File: src/rtl/irq_responder.sv
`default_nettype none
// ============================================================================
// Module   : irq_responder
// Purpose  : CPU-side end of the intc IRQ/IACK/ADDR handshake. Samples irq at
//            instruction boundaries, saves the return PC (EPC), redirects
//            fetch to the ISR vector and acknowledges the request. On eret it
//            redirects fetch back to the saved EPC and re-arms.
// Ports    : clk, rst            - clock / synchronous active-high reset
//            irq, irq_addr       - level request and ISR vector from intc
//            boundary, ret_pc    - instruction retiring, PC of its successor
//            eret                - retiring instruction is eret
//            ie_we, ie_wd        - interrupt-enable write port
//            irq_ack             - one-cycle acknowledge to intc
//            redirect,
//            redirect_pc         - one-cycle fetch redirect and its target
//            epc                 - top-of-stack saved return PC
//            in_isr, ie          - servicing flag, interrupt-enable flag
//            nest_lvl            - active nesting level
// Config   : IRQ_NEST_EN - when defined, EPC becomes a NEST_DEPTH-entry stack
//            and interrupts may nest; otherwise a single EPC register is used
//            and nest_lvl is tied to zero.
// Revision : 1.0 - initial release
// ============================================================================
module irq_responder #(
    parameter int PC_W       = 32,
    parameter bit IE_RESET   = 1'b1,
    parameter int NEST_DEPTH = 4
) (
    input  logic                            clk,
    input  logic                            rst,
    input  logic                            irq,
    input  logic [PC_W-1:0]                 irq_addr,
    input  logic                            boundary,
    input  logic [PC_W-1:0]                 ret_pc,
    input  logic                            eret,
    input  logic                            ie_we,
    input  logic                            ie_wd,
    output logic                            irq_ack,
    output logic                            redirect,
    output logic [PC_W-1:0]                 redirect_pc,
    output logic [PC_W-1:0]                 epc,
    output logic                            in_isr,
    output logic                            ie,
    output logic [$clog2(NEST_DEPTH+1)-1:0] nest_lvl
);

    typedef enum logic [1:0] {
        S_IDLE = 2'd0,
        S_TAKE = 2'd1,
        S_ISR  = 2'd2,
        S_RET  = 2'd3
    } state_t;

    state_t            r_state;
    logic              r_irq_ack;
    logic              r_redirect;
    logic [PC_W-1:0]   r_redirect_pc;
    logic [PC_W-1:0]   r_epc;
    logic              r_in_isr;
    logic              r_ie;

    logic              w_req;
    logic              w_ret;
    logic              w_take;
    logic              w_nest_ok;
    logic              w_last_level;
    logic [PC_W-1:0]   w_epc_below;

    // eret on the same boundary suppresses acceptance, so eret always wins.
    assign w_req  = irq & r_ie & boundary & ~eret;
    assign w_ret  = boundary & eret;
    assign w_take = w_req & ((r_state == S_IDLE) | ((r_state == S_ISR) & w_nest_ok));

`ifdef IRQ_NEST_EN
    localparam int LVL_W = $clog2(NEST_DEPTH + 1);
    localparam int IDX_W = (NEST_DEPTH > 1) ? $clog2(NEST_DEPTH) : 1;

    logic [PC_W-1:0]  r_stack [NEST_DEPTH];
    logic [LVL_W-1:0] r_lvl;

    assign w_nest_ok    = (r_lvl < LVL_W'(NEST_DEPTH));
    assign w_last_level = (r_lvl == LVL_W'(1));
    // Entry that becomes top-of-stack after a pop (only meaningful at lvl>=2).
    assign w_epc_below  = r_stack[IDX_W'(r_lvl - LVL_W'(2))];
    assign nest_lvl     = r_lvl;

    always_ff @(posedge clk) begin
        if (rst) begin
            r_lvl <= '0;
        end else if (w_take) begin
            r_lvl <= r_lvl + LVL_W'(1);
        end else if (r_state == S_RET) begin
            r_lvl <= r_lvl - LVL_W'(1);
        end
    end

    // Stack contents are don't-care until pushed, so no reset is needed.
    always_ff @(posedge clk) begin
        if (w_take) begin
            r_stack[IDX_W'(r_lvl)] <= ret_pc;
        end
    end
`else
    assign w_nest_ok    = 1'b0;
    assign w_last_level = 1'b1;
    assign w_epc_below  = r_epc;
    assign nest_lvl     = '0;
`endif

    always_ff @(posedge clk) begin
        if (rst) begin
            r_state       <= S_IDLE;
            r_irq_ack     <= 1'b0;
            r_redirect    <= 1'b0;
            r_redirect_pc <= '0;
            r_epc         <= '0;
            r_in_isr      <= 1'b0;
            r_ie          <= IE_RESET;
        end else begin
            // Ack and redirect are single-cycle pulses.
            r_irq_ack  <= 1'b0;
            r_redirect <= 1'b0;

            if (ie_we) begin
                r_ie <= ie_wd;
            end

            case (r_state)
                S_IDLE: begin
                    if (w_take) begin
                        r_state       <= S_TAKE;
                        r_irq_ack     <= 1'b1;
                        r_redirect    <= 1'b1;
                        r_redirect_pc <= irq_addr;
                        r_epc         <= ret_pc;
                        r_in_isr      <= 1'b1;
                    end
                end
                // Pulse cycle; younger stages are being flushed, ignore inputs.
                S_TAKE: begin
                    r_state <= S_ISR;
                end
                S_ISR: begin
                    if (w_ret) begin
                        r_state       <= S_RET;
                        r_redirect    <= 1'b1;
                        r_redirect_pc <= r_epc;
                    end else if (w_take) begin
                        r_state       <= S_TAKE;
                        r_irq_ack     <= 1'b1;
                        r_redirect    <= 1'b1;
                        r_redirect_pc <= irq_addr;
                        r_epc         <= ret_pc;
                    end
                end
                S_RET: begin
                    if (w_last_level) begin
                        r_in_isr <= 1'b0;
                        r_state  <= S_IDLE;
                    end else begin
                        r_epc   <= w_epc_below;
                        r_state <= S_ISR;
                    end
                end
                default: begin
                    r_state <= S_IDLE;
                end
            endcase
        end
    end

    assign irq_ack     = r_irq_ack;
    assign redirect    = r_redirect;
    assign redirect_pc = r_redirect_pc;
    assign epc         = r_epc;
    assign in_isr      = r_in_isr;
    assign ie          = r_ie;

endmodule
`default_nettype wire
File: config.mk
export PLATFORM = sky130hd
export DESIGN_NAME = irq_responder
export DESIGN_NICKNAME = d
export VERILOG_FILES = /design/src/rtl/irq_responder.sv
export SDC_FILE = /design/constraint.sdc
export NUM_CORES = 1
export LEC_CHECK = 0
export BUFFER_PORTS_ARGS = -buffer_cell sky130_fd_sc_hd__buf_4
export CAP_MARGIN = 20
export CORE_ASPECT_RATIO = 0.8
export CORE_UTILIZATION = 40
export CTS_CLUSTER_SIZE = 25
export DETAILED_ROUTE_END_ITERATION = 7
export PLACE_DENSITY = 0.75
export SLEW_MARGIN = 5
export SYNTH_ARGS = -nofsm -noshare
export SYNTH_HDL_FRONTEND = slang
export SYNTH_SLANG_ARGS = --single-unit
export TNS_END_PERCENT = 30
File: constraint.sdc
create_clock -name clk -period 1.7 [get_ports clk]
set_input_delay 0.51 -clock clk [delete_from_list [all_inputs] [get_ports clk]]
set_output_delay 0.51 -clock clk [all_outputs]
set_load 0.05 [all_outputs]
; Word-level counts from Yosys, hierarchy flattened
; Index checks and enable logic that the tools add are counted.
[totals]
ff_bits = 70
inputBits = 71
out_inout_bits = 71
word_cells = 39
[op_classes]
eq_ne = 5
mux = 16
n_bitwise = 6
reduce_logical = 5
[ops]
columns = cell, count
row1 = $mux W32, 4
row2 = $pmux W32 S2, 2
row3 = $pmux W2 S4, 1
row4 = $pmux W1 S2, 3
row5 = $and A1 B1 Y1, 5
row6 = $eq A2 B2 Y1 const B, 2
row7 = $mux W1, 4
row8 = $mux W2, 2
row9 = $ne A2 B2 Y1 const B, 2
row10 = $reduce_and A2 Y1, 2
row11 = $reduce_bool A2 Y1, 2
row12 = $eq A2 B1 Y1 const B, 1
row13 = $logic_not A2 Y1, 1
row14 = $not A1 Y1, 1

; Depth between registers and ports, before layout
[logic_depth]
ltp_word = 7
mapped_depth = 7
mapped_depth_nobuf = 5

; Worst setup path before layout
; OpenSTA, ideal clock, no wires.
[synth_path]
path_type = reg2reg
from = reg r_ie (netlist: ie)
to = reg r_redirect_pc[25] (netlist: redirect_pc[25])
setup_time_ns = 0.119
arrival_ns = 1.511
path_slack_ns = 0.070
stages_incl_launch_ff = 6
path_buffers = 2
period_less_slack_ns = 1.630
cell_sequence = dfxtp_1 > and4b_1 > buf_4 > nand2_4 > buf_6 > o221a_1
[synth_between]
elab_chain_len = 7
[synth_lines]
columns = element, line
row1 = "start, declared", 60  ; logic r_ie;
row2 = "start signal, assigned", 125  ; r_ie <= ie_wd;
row3 = $and A1 B1 Y1 * (3 in series), 70  ; assign w_req = irq & r_ie & boundary & ~eret;
row4 = $and A1 B1 Y1 *, 72  ; assign w_take = w_req & ((r_state == S_IDLE) | ((r_state == S_ISR) & w_nest_ok));
row5 = $mux W32 *, -
row6 = $mux W32, -
row7 = $pmux W32 S2 *, -
row8 = "end signal, assigned", 134  ; r_redirect_pc <= irq_addr;
row9 = "end signal, assigned", 147  ; r_redirect_pc <= r_epc;
row10 = "end signal, assigned", 152  ; r_redirect_pc <= irq_addr;
row11 = "end, declared", 57  ; logic [PC_W-1:0] r_redirect_pc;
; Mark *: on every way between the ends. The rest lies on a longest branch, timed or not.
; A chain may end at the register's enable or synchronous reset.

; Final worst setup path
[layout_path]
from = reg r_ie (netlist: ie)
to = out ie
[layout_lines]
columns = element, line
row1 = "end, declared", 43  ; output logic ie,
; No word-level cell between the ends.

==> summary.md <==
| Metric | Value |
|---|---|
| Int Power | 0.00310 W |
| Final core utilization | 61.2% |
| Setup crit end kind | output pin |
| Hold-critical path depth | 2 |
| R2R Setup Slk | 0.19 ns |
| Slew Viols, Final | 0 |
| Nets | 528 |
| RSZ-0062 raised after global routing | false |
| I/O Buffers | 138 |
| Die W | 97.4 µm |
| Clock Sinks | 70 |
| Core area | 6960 µm² |
| Skew-Pair Late Insertion Delay | 0.34 ns |
| DRC errors left | 0 |
| Antenna Cells | 0 |
| Die Area | 7630 µm² |
| Most common cell after layout, fill and taps aside | buf_4 |
| Mapped Avg Cell Area | 9.02 µm² |
| Synth top area cells | dfxtp_1 (48%), a21oi_1 (11%), o221a_1 (10%) |
| Hold-fix buffer count after cts | 0 |
| Fmax | 663 MHz |
| Yosys top cell by area | dfxtp_1 |
| Critical Path Stages | 1 |
| Antenna Nets Post-Route | 0 |
| Async set-reset flop share out of synthesis | 0% |
| Net Sw Frac | 31.4% |
| Worst path cell trace | buf_4 |
| Critical Path Start | ie$_SDFFE_PP1P_ |
| Ys flop type | dfxtp_1 |
| Worst Reg-to-Reg Cells | 6 |
| Net Sw Power | 0.00142 W |
| Maximum vdd drop | 502 µV |
| Chip Height | 78.3 µm |
| CP Launch Type | flop |
| Final Cycle Share | 88.7% |
| Post-synthesis register bit count | 70 |
| CTS clk-pin slew, worst paths | 0.08 ns |
| CTS H-tree depth | 3 |
| Root buf cell | clkbuf_8 |
| Commonest cells after routing, fill and taps aside | buf_4 (150), dfxtp_1 (70), a21oi_1 (65) |
| Max-cap viol count | 0 |
| Critical Path Max Stage Delay | 0.43 ns |
| DR vias | 2858 |
| Total track usage | 22.7% |
| Gate power share | 24.5% |
| Static Leak | 1.81 nW |
| Routability Congestion | 0.781 |
| Cts bufs inserted | 9 |
| Final setup fails | 0 |
| R2r startpoint | r_state[0]$_SDFF_PP0_ |
| First-pass GRT wire length | 13800 µm |
| Starting Density | 41.9% |
| FP Rows | 27 |
| Post-route cell area | 4260 µm² |
| WP buf/inv | 1 |
| Placed Area | 4020 µm² |
| Reg-to-reg endpoint | redirect_pc[28]$_SDFFE_PP0P_ |
| Final min period | 1.51 ns |
| Flop pwr share | 40.3% |
| CP Max Fanout | 4 |
| Distinct cells, synth | 27 |
| Worst-case clock buffer depth | 2 |
| WS Path Type | reg2out |
| Area Overhead vs Synth | 46.2% |
| Pre-antenna DRT Iters | 4 |
| CTS tree | built |
| CP Capture Point | ie |
| Post-synthesis sequential area ratio | 48.1% |
| Drt initial violations | 93 |
| DP Wirelength | 5920 µm |
| Crit path max-delay cell type | dfxtp_1 |
| Status | finished clean |
| Post-synth EDFFs | 0 |
| Routed wire length | 8570 µm |
| Pwr dens | 1060 nW/µm² |
| Synthesized area | 2910 µm² |
| Largest net degree at the start of global routing | 71 |
| Routed wire per std cell | 15.7 µm |
| Vias in the first global route | 2716 |
| Final clock skew | 0.0106 ns |
| Yosys top cell area share | 48.1% |
| Hold crit path type | in2reg |
| Initial antenna violation count | 0 |
| Overflow after GRT | 0 |
| Data required, critical path | 1.19 ns |
| Delay-heaviest family, CP | flip-flops |
| Layout cells sized above 1 | 38.9% |
| Syn. warnings | 0 |
| Vias per cell | 5.24 |
| Setup_tns | 0 ns |
| # IOs | 142 |
| Clock power frac | 35.2% |
| Hold Fails Final Rpt | 0 |
| Arrival @ worst endpoint | 1.00 ns |
| Cells after synthesis | 323 |
-- worst min-delay path by stage --
stage / start / to / slack, ns
2_1_floorplan: r_state[0]$_SDFF_PP0_ / r_state[0]$_SDFF_PP0_ / 0.55
3_3_place_gp: epc[21]$_SDFFE_PP0P_ / epc[21]$_SDFFE_PP0P_ / 0.48
3_5_place_dp: epc[31]$_SDFFE_PP0P_ / epc[31]$_SDFFE_PP0P_ / 0.48
4_1_cts: ie_wd / ie$_SDFFE_PP1P_ / 0.35
5_1_grt: ie_wd / ie$_SDFFE_PP1P_ / 0.36
6_report: ie_wd / ie$_SDFFE_PP1P_ / 0.37
-- state kept, by name, indices dropped and copies added, names as in the netlist --
signal       flops
in_isr           1
redirect_pc     32
r_state          2
epc             32
redirect         1
irq_ack          1
ie               1
-- what timing repair did --
item	CTS	global route
buffers inserted	0	0
gates resized for setup	0	1
endpoints found under the setup margin	0	8
-- synth_stat cells, types with 2 or more instances --
cell      number
a21oi_1       65
buf_1          3
buf_2         10
buf_4          4
buf_6          3
clkbuf_1      15
dfxtp_1       70
ha_1           4
inv_1         35
nand3_1       34
nor2_1         2
nor2b_1        2
o21ai_0       32
o221a_1       27
o221a_2        5
-- power groups by stage --
stage               clock network [W]  registers, W  logic [W]
CTS                           0.00163       0.00182    0.00111
global placement                    0       0.00185    0.00109
global route                  0.00170       0.00183    0.00118
finish                        0.00159       0.00182    0.00111
floorplan                           0       0.00220   0.000360
detailed placement                  0       0.00186    0.00111
-- cell type report --
type / instances / area, µm²
Clock inverter: 4 / 76.3
Clock buffer: 12 / 165
Tap cell: 87 / 109
Fill cell: 625 / 2700
Multi-Input combinational cell: 185 / 1210
Timing Repair Buffer: 152 / 1170
Inverter: 35 / 131
Sequential cell: 70 / 1400
-- logic make-up after synthesis --
| logic type | share of synthesized area (%) |
|---|---|
| AOI/OAI and AO/OA | 30.4 |
| adders and majority gates | 1.72 |
| buffers and inverters | 10.7 |
| DFF | 48.1 |
| other | 0.129 |
| and+or+nand+nor | 8.97 |
-- metal layers --
layer	share of wire (%)	vias up	global-route usage, %
met2	46	104	36.1
met5	0	-	0
met4	0.22	0	4.41
met3	6.8	2	7.93
li1	-	1408	-
met1	47	1344	29.9
-- metrics by stage --
step	hold WS, ns	total power [W]	cells	setup WS [ns]
global route	0.363	0.00472	545	0.0583
floorplan	0.549	0.00256	325	0.0699
finish	0.373	0.00452	545	0.193
detailed placement	0.483	0.00296	529	0.0304
CTS	0.353	0.00456	545	0.141
global placement	0.480	0.00294	529	0.0683
Note: power is estimated with default switching activity, not from simulation.
